--- src/rtl/sram_port_arbiter.sv ---
// Two-port request arbiter and sequencer for the single-transaction SRAM controller.
// Port 1 (GDP) has priority; port 0 (UART) is guaranteed a grant after STARVE_LIMIT losses.
module sram_port_arbiter #(
    parameter int STARVE_LIMIT = 4,
    parameter int TIMEOUT      = 64
) (
    input  logic        clk,
    input  logic        rst_n,
    input  logic        p0_req,
    input  logic        p0_wr,
    input  logic [15:0] p0_addr,
    input  logic [15:0] p0_wdata,
    output logic [15:0] p0_rdata,
    output logic        p0_done,
    output logic        p0_busy,
    output logic        p0_err,
    input  logic        p1_req,
    input  logic        p1_wr,
    input  logic [15:0] p1_addr,
    input  logic [15:0] p1_wdata,
    output logic [15:0] p1_rdata,
    output logic        p1_done,
    output logic        p1_busy,
    output logic        p1_err,
    input  logic        err_clr,
    output logic        c_req,
    output logic        c_wr,
    output logic [15:0] c_addr,
    output logic [15:0] c_wdata,
    input  logic [15:0] c_rdata,
    input  logic        c_valid,
    input  logic        c_busy,
    output logic        grant,
    output logic [1:0]  fsm_state
);

    // Handshakes: pN_req is a one-cycle pulse, accepted only while that port is not busy
    // (otherwise dropped and flagged in pN_err). c_req is a one-cycle strobe in ISSUE,
    // launched only after c_busy was seen low in IDLE; c_valid is honoured only in WAIT.
    typedef enum logic [1:0] {
        ST_IDLE  = 2'd0,
        ST_ISSUE = 2'd1,
        ST_WAIT  = 2'd2
    } state_t;

    state_t      state;
    state_t      state_nxt;

    logic        pend0;
    logic        pend1;
    logic        h0_wr;
    logic [15:0] h0_addr;
    logic [15:0] h0_wdata;
    logic        h1_wr;
    logic [15:0] h1_addr;
    logic [15:0] h1_wdata;
    logic [3:0]  starve_cnt;
    logic [7:0]  tmo_cnt;

    logic        inflight0;
    logic        inflight1;
    logic        busy0;
    logic        busy1;
    logic        accept0;
    logic        accept1;
    logic        drop0;
    logic        drop1;
    logic        sel1;
    logic        start;
    logic        complete;
    logic        tmo_hit;
    logic        finish;

    assign inflight0 = (state != ST_IDLE) && !grant;
    assign inflight1 = (state != ST_IDLE) && grant;
    assign busy0     = pend0 || inflight0;
    assign busy1     = pend1 || inflight1;
    assign accept0   = p0_req && !busy0;
    assign accept1   = p1_req && !busy1;
    assign drop0     = p0_req && busy0;
    assign drop1     = p1_req && busy1;

    // Port 1 wins whenever it is pending, except when port 0 has hit the starvation bound.
    assign sel1     = pend1 && !(pend0 && (starve_cnt == 4'(STARVE_LIMIT)));
    assign start    = (state == ST_IDLE) && (pend0 || pend1) && !c_busy;
    assign complete = (state == ST_WAIT) && c_valid;
    assign tmo_hit  = (state == ST_WAIT) && !c_valid && (tmo_cnt == 8'(TIMEOUT - 1));
    assign finish   = complete || tmo_hit;

    always_ff @(posedge clk or negedge rst_n) begin
        if (!rst_n) begin
            state <= ST_IDLE;
        end else begin
            state <= state_nxt;
        end
    end

    always_comb begin
        state_nxt = state;
        case (state)
            ST_IDLE:  if (start) state_nxt = ST_ISSUE;
            ST_ISSUE: state_nxt = ST_WAIT;
            ST_WAIT:  if (finish) state_nxt = ST_IDLE;
            default:  state_nxt = ST_IDLE;
        endcase
    end

    always_comb begin
        c_req     = (state == ST_ISSUE);
        p0_busy   = busy0;
        p1_busy   = busy1;
        fsm_state = state;
    end

    // Port 0 holding register and pending flag.
    always_ff @(posedge clk or negedge rst_n) begin
        if (!rst_n) begin
            pend0    <= 1'b0;
            h0_wr    <= 1'b0;
            h0_addr  <= 16'h0000;
            h0_wdata <= 16'h0000;
        end else begin
            if (accept0) begin
                pend0    <= 1'b1;
                h0_wr    <= p0_wr;
                h0_addr  <= p0_addr;
                h0_wdata <= p0_wdata;
            end else if (start && !sel1) begin
                pend0 <= 1'b0;
            end
        end
    end

    // Port 1 holding register and pending flag.
    always_ff @(posedge clk or negedge rst_n) begin
        if (!rst_n) begin
            pend1    <= 1'b0;
            h1_wr    <= 1'b0;
            h1_addr  <= 16'h0000;
            h1_wdata <= 16'h0000;
        end else begin
            if (accept1) begin
                pend1    <= 1'b1;
                h1_wr    <= p1_wr;
                h1_addr  <= p1_addr;
                h1_wdata <= p1_wdata;
            end else if (start && sel1) begin
                pend1 <= 1'b0;
            end
        end
    end

    // Command bus is captured at selection so it holds steady through WAIT and IDLE.
    always_ff @(posedge clk or negedge rst_n) begin
        if (!rst_n) begin
            grant   <= 1'b0;
            c_wr    <= 1'b0;
            c_addr  <= 16'h0000;
            c_wdata <= 16'h0000;
        end else if (start) begin
            grant   <= sel1;
            c_wr    <= sel1 ? h1_wr    : h0_wr;
            c_addr  <= sel1 ? h1_addr  : h0_addr;
            c_wdata <= sel1 ? h1_wdata : h0_wdata;
        end
    end

    always_ff @(posedge clk or negedge rst_n) begin
        if (!rst_n) begin
            starve_cnt <= 4'd0;
        end else if (start && sel1 && pend0) begin
            starve_cnt <= starve_cnt + 4'd1;
        end else if (!pend0 || (start && !sel1)) begin
            starve_cnt <= 4'd0;
        end
    end

    always_ff @(posedge clk or negedge rst_n) begin
        if (!rst_n) begin
            tmo_cnt <= 8'd0;
        end else if ((state == ST_WAIT) && !finish) begin
            tmo_cnt <= tmo_cnt + 8'd1;
        end else begin
            tmo_cnt <= 8'd0;
        end
    end

    // Completion routing: done pulses on success or abort, rdata only on read success.
    always_ff @(posedge clk or negedge rst_n) begin
        if (!rst_n) begin
            p0_done  <= 1'b0;
            p1_done  <= 1'b0;
            p0_rdata <= 16'h0000;
            p1_rdata <= 16'h0000;
        end else begin
            p0_done <= finish && !grant;
            p1_done <= finish && grant;
            if (complete && !c_wr && !grant) begin
                p0_rdata <= c_rdata;
            end
            if (complete && !c_wr && grant) begin
                p1_rdata <= c_rdata;
            end
        end
    end

    // err_clr has priority over any simultaneous error event.
    always_ff @(posedge clk or negedge rst_n) begin
        if (!rst_n) begin
            p0_err <= 1'b0;
            p1_err <= 1'b0;
        end else if (err_clr) begin
            p0_err <= 1'b0;
            p1_err <= 1'b0;
        end else begin
            if (drop0 || (tmo_hit && !grant)) begin
                p0_err <= 1'b1;
            end
            if (drop1 || (tmo_hit && grant)) begin
                p1_err <= 1'b1;
            end
        end
    end

endmodule

--- config.mk ---
export PLATFORM = sky130hd
export DESIGN_NAME = sram_port_arbiter
export DESIGN_NICKNAME = d
export VERILOG_FILES = /design/src/rtl/sram_port_arbiter.sv
export SDC_FILE = /design/constraint.sdc
export NUM_CORES = 1
export LEC_CHECK = 0
export ABC_AREA = 0
export CAP_MARGIN = 30
export CORE_ASPECT_RATIO = 0.8
export CORE_MARGIN = 2
export CORE_UTILIZATION = 29
export DETAILED_ROUTE_END_ITERATION = 10
export MAX_ROUTING_LAYER = met4
export SETUP_SLACK_MARGIN = 0.4
export SYNTH_ARGS = -nofsm -noshare
export SYNTH_HDL_FRONTEND = slang
export SYNTH_SLANG_ARGS = --single-unit
--- constraint.sdc ---
create_clock -name clk -period 2.6 [get_ports clk]
set_input_delay 0.65 -clock clk [delete_from_list [all_inputs] [get_ports clk]]
set_output_delay 0.65 -clock clk [all_outputs]
set_load 0.01 [all_outputs]
==> qor_table.md <==
| Metric | Value |
|---|---|
| Total of warnings raised by yosys | 0 |
| CP Launch Type | register |
| Summed instance area of the synthesized netlist | 6210 um^2 |
| Critical path endpoint category | primary output |
| Area occupied by multi-input gates | 2260 um^2 |
| Share of cells above drive strength 1 | 26.7% |
| Setup total negative slack | 0 ns |
| TritonCTS buffer count | 17 |
| Setup-violating endpoint count in the final report | 0 |
| H-tree depth | 4 |
| CTS tree | done |
| Cell type with the largest total area after synthesis | sky130_fd_sc_hd__dfrtp_1 |
| Clock-pin slew reported for the worst setup and hold paths after clock tree synthesis | 0.06 ns |
| Clk_lat worst skew | 0.41 ns |
| Overall die height | 135 um |
| Starting utilization of the core area | 29.8% |
| Kind of path behind the tightest hold check | primary input to asynchronous set/reset pin |
| Final weighted congestion of routability-driven global placement | 0.776 |
| Fin Hold WS | 0.180 ns |
| Clock buffer depth | 2 |
| Combinational power share | 38.3% |
| Post-place instance area | 8250 um^2 |
| Pwr dens | 1190 nW/um^2 |
| Critical path peak fanout | 6 |
| Number of synthesized flops with an enable pin | 0 |
| Power Internal | 7.26 mW |
| Quantity of I/O buffers inserted on ports | 163 |
| Overall power | 10.6 mW |
| Wire length of the first global-routing pass | 25,600 um |
| Startpoint of the worst-slack reg-to-reg timing path | starve_cnt[0] |
| Via total after detailed routing | 4,343 |
| Area share of the largest cell type after synthesis | 61.2% |
| Vias per inst | 4.87 |
| Top_reg_cell synth | sky130_fd_sc_hd__dfrtp_1 |
| Cell count of the worst reg-to-reg path | 6 |
| Worst reg2reg setup slack | 0.71 ns |
| Leakage dissipation | 3.69 nW |
| DR iter-0 viols | 191 |
| Synthesized area per cell | 14.4 um^2 |
| # DRC | 0 |
| Final Max Slew Viols | 0 |
| Footprint of the flip-flops and latches | 3810 um^2 |
| Number of cells produced by synthesis | 433 |
| Hold violation count in the final report | 0 |
| DP HPWL | 11,300 um |
| Row count | 47 |
| Number of routed nets with antenna violations | 0 |
| Critical path required time | 1.95 ns |
| Boundary pin count | 164 |
| Worst-case headroom to the max-slew limit | 53.8% |
| Clock tree sinks | 152 |
| Fraction of power consumed by the clock network | 22.7% |
| Vias in the first global route | 4,608 |
| Crit Path Class | register to primary output |
| Data arrival time at the worst-slack endpoint | 1.55 ns |
| Overall die area | 22,600 um^2 |
| Cell types with the largest area share after synthesis | sky130_fd_sc_hd__dfrtp_1 (61%), sky130_fd_sc_hd__mux2_2 (18%), sky130_fd_sc_hd__a221o_1 (5.3%) |
| Count of placed standard cells including taps | 858 |
| Horizontal extent of the die | 168 um |
| Switching Power | 3.30 mW |
| Worst reg2reg path endpoint | c_wdata[5] |
| Post-layout instance area | 8850 um^2 |
| Sequential share of power | 39.0% |
| FF+latch count, synth | 152 |
| Area growth syn-to-layout | 42.4% |
| Count of different cell masters after synthesis | 37 |
| Share of synthesized area occupied by flip-flops and latches | 61.2% |
| Remaining global-route overflow | 0 |
| Final cell count without fillers | 892 |
| TritonRoute pass-1 iters | 4 |
| Antenna violations before repair | 1 |
| Pin count of the biggest net entering global routing | 50 |
| Cell at the root of the clock tree | sky130_fd_sc_hd__clkbuf_16 |
| Outcome | finished clean |
| Switching share of total power | 31.3% |
| Transition time of the tightest slew-check pin | 0.693 ns |
| Worst vdd ir | 455 uV |
| Unrepaired setup endpoints after global routing | yes |
| Final worst path period share | 84.5% |
| Top achievable clock speed | 455 MHz |
| Clock Skew | 0.00891 ns |
| Max-cap violation count | 0 |
| Detailed-route wire length per cell | 18.0 um |
| Global-route total usage across every layer | 15.1% |
| Final min period | 2.20 ns |
| Area of the core | 20,900 um^2 |
| Final Net Count | 701 |
| Share of flip-flops with an asynchronous set or reset | 100% |
| DRT Wirelength | 16,100 um |
| Hold_buf cts | 0 |
| Post-synthesis net count | 525 |
| Fill cell instance count of the final layout | 1,904 |
## placed cells by master, fill, tap and decap left out, types with 7 or more instances in the layout
cell type	count
sky130_fd_sc_hd__buf_4	18
sky130_fd_sc_hd__a221o_1	33
sky130_fd_sc_hd__nand2_1	7
sky130_fd_sc_hd__clkdlybuf4s50_1	158
sky130_fd_sc_hd__nand3_1	7
sky130_fd_sc_hd__a21oi_1	7
sky130_fd_sc_hd__mux2_2	98
sky130_fd_sc_hd__clkbuf_16	17
sky130_fd_sc_hd__dfrtp_1	150
sky130_fd_sc_hd__a21boi_0	34
## state kept, by name (all words and copies together) (netlist names)
name        flops
c_addr         16
c_wdata        16
c_wr            1
fsm_state       2
grant           1
h0_addr        16
h0_wdata       16
h0_wr           1
h1_addr        16
h1_wdata       16
h1_wr           1
p0_done         1
p0_err          1
p0_rdata       16
p1_done         1
p1_err          1
p1_rdata       16
pend0           1
pend1           1
starve_cnt      4
tmo_cnt         8
## critical path: stages, from the launching register on
cell and delay (ns):
sky130_fd_sc_hd__dfrtp_2 0.45, sky130_fd_sc_hd__buf_4 0.17, sky130_fd_sc_hd__nor2b_2 0.21, sky130_fd_sc_hd__dlygate4sd2_1 0.31
## synth_stat cells, types with 6 or more instances
cell                         n
sky130_fd_sc_hd__a21boi_0   34
sky130_fd_sc_hd__a21oi_1     7
sky130_fd_sc_hd__a221o_1    33
sky130_fd_sc_hd__buf_2      15
sky130_fd_sc_hd__clkbuf_1    8
sky130_fd_sc_hd__dfrtp_1   152
sky130_fd_sc_hd__inv_1       6
sky130_fd_sc_hd__mux2_2     98
sky130_fd_sc_hd__nand2_1     7
sky130_fd_sc_hd__nand3_1     8
sky130_fd_sc_hd__nor2_1      7
sky130_fd_sc_hd__o21ai_0     8
## kinds of logic after synthesis
logic type / after synthesis / share of synthesized area [%]
xor gates and xnor gates: 3 / 0.423
buffers and inverters: 34 / 2.96
and+or+nand+nor: 50 / 4.79
adders and majority gates: 3 / 0.604
DFF: 152 / 61.2
muxes: 98 / 17.8
AOI/OAI and AO/OA: 93 / 12.3
## stage by stage
stage / util, % / setup WS (ns)
after CTS: 42.4 / 0.341
after detailed placement: 39.5 / 0.250
after global routing: 42.4 / 0.355
final: 42.4 / 0.403
after floorplan: - / 0.749
after global placement: 39.5 / 0.255
## cell type report
class / count / area share [%]
multi-input combinational: 247 / 25.5
clock buffer: 21 / 5.32
clock inverter: 11 / 1.24
tap: 269 / 3.80
antenna: 1 / 0.0283
inverter: 6 / 0.254
timing repair buffer: 185 / 20.9
sequential: 152 / 43.0
## worst max path at each step
| stage | from | end | depth (start not counted) |
|---|---|---|---|
| 3_3_place_gp | c_busy | c_wdata[2] | 5 |
| 3_5_place_dp | c_busy | c_addr[13] | 5 |
| 5_1_grt | fsm_state[0] | c_req | 3 |
| 4_1_cts | fsm_state[0] | c_req | 3 |
| 2_1_floorplan | c_busy | c_addr[0] | 5 |
| 6_report | fsm_state[0] | c_req | 3 |
## power groups by stage
stage | logic, mW | clock network, mW | registers [mW]
after floorplan | 2.00 | 0 | 4.19
after global placement | 3.98 | 0 | 4.10
after detailed placement | 4.10 | 0 | 4.14
after CTS | 4.11 | 2.46 | 4.12
after global routing | 4.37 | 2.57 | 4.25
final | 4.05 | 2.40 | 4.12
## layer usage
metal  vias to the layer above  wire length (um)  track usage (%)
li1                       1972                 -                -
met1                      2202              7560             19.9
met2                       160              7300             23.0
met3                         9              1090             4.63
met4                         0               129             3.72
met5                         -                 0                -
## what timing repair did
item	in CTS	in global routing
setup buffers	1	0
setup endpoints to repair	4	3
resized for setup	9	2
cloned	0	0
Note: power is estimated with default switching activity, not from simulation.
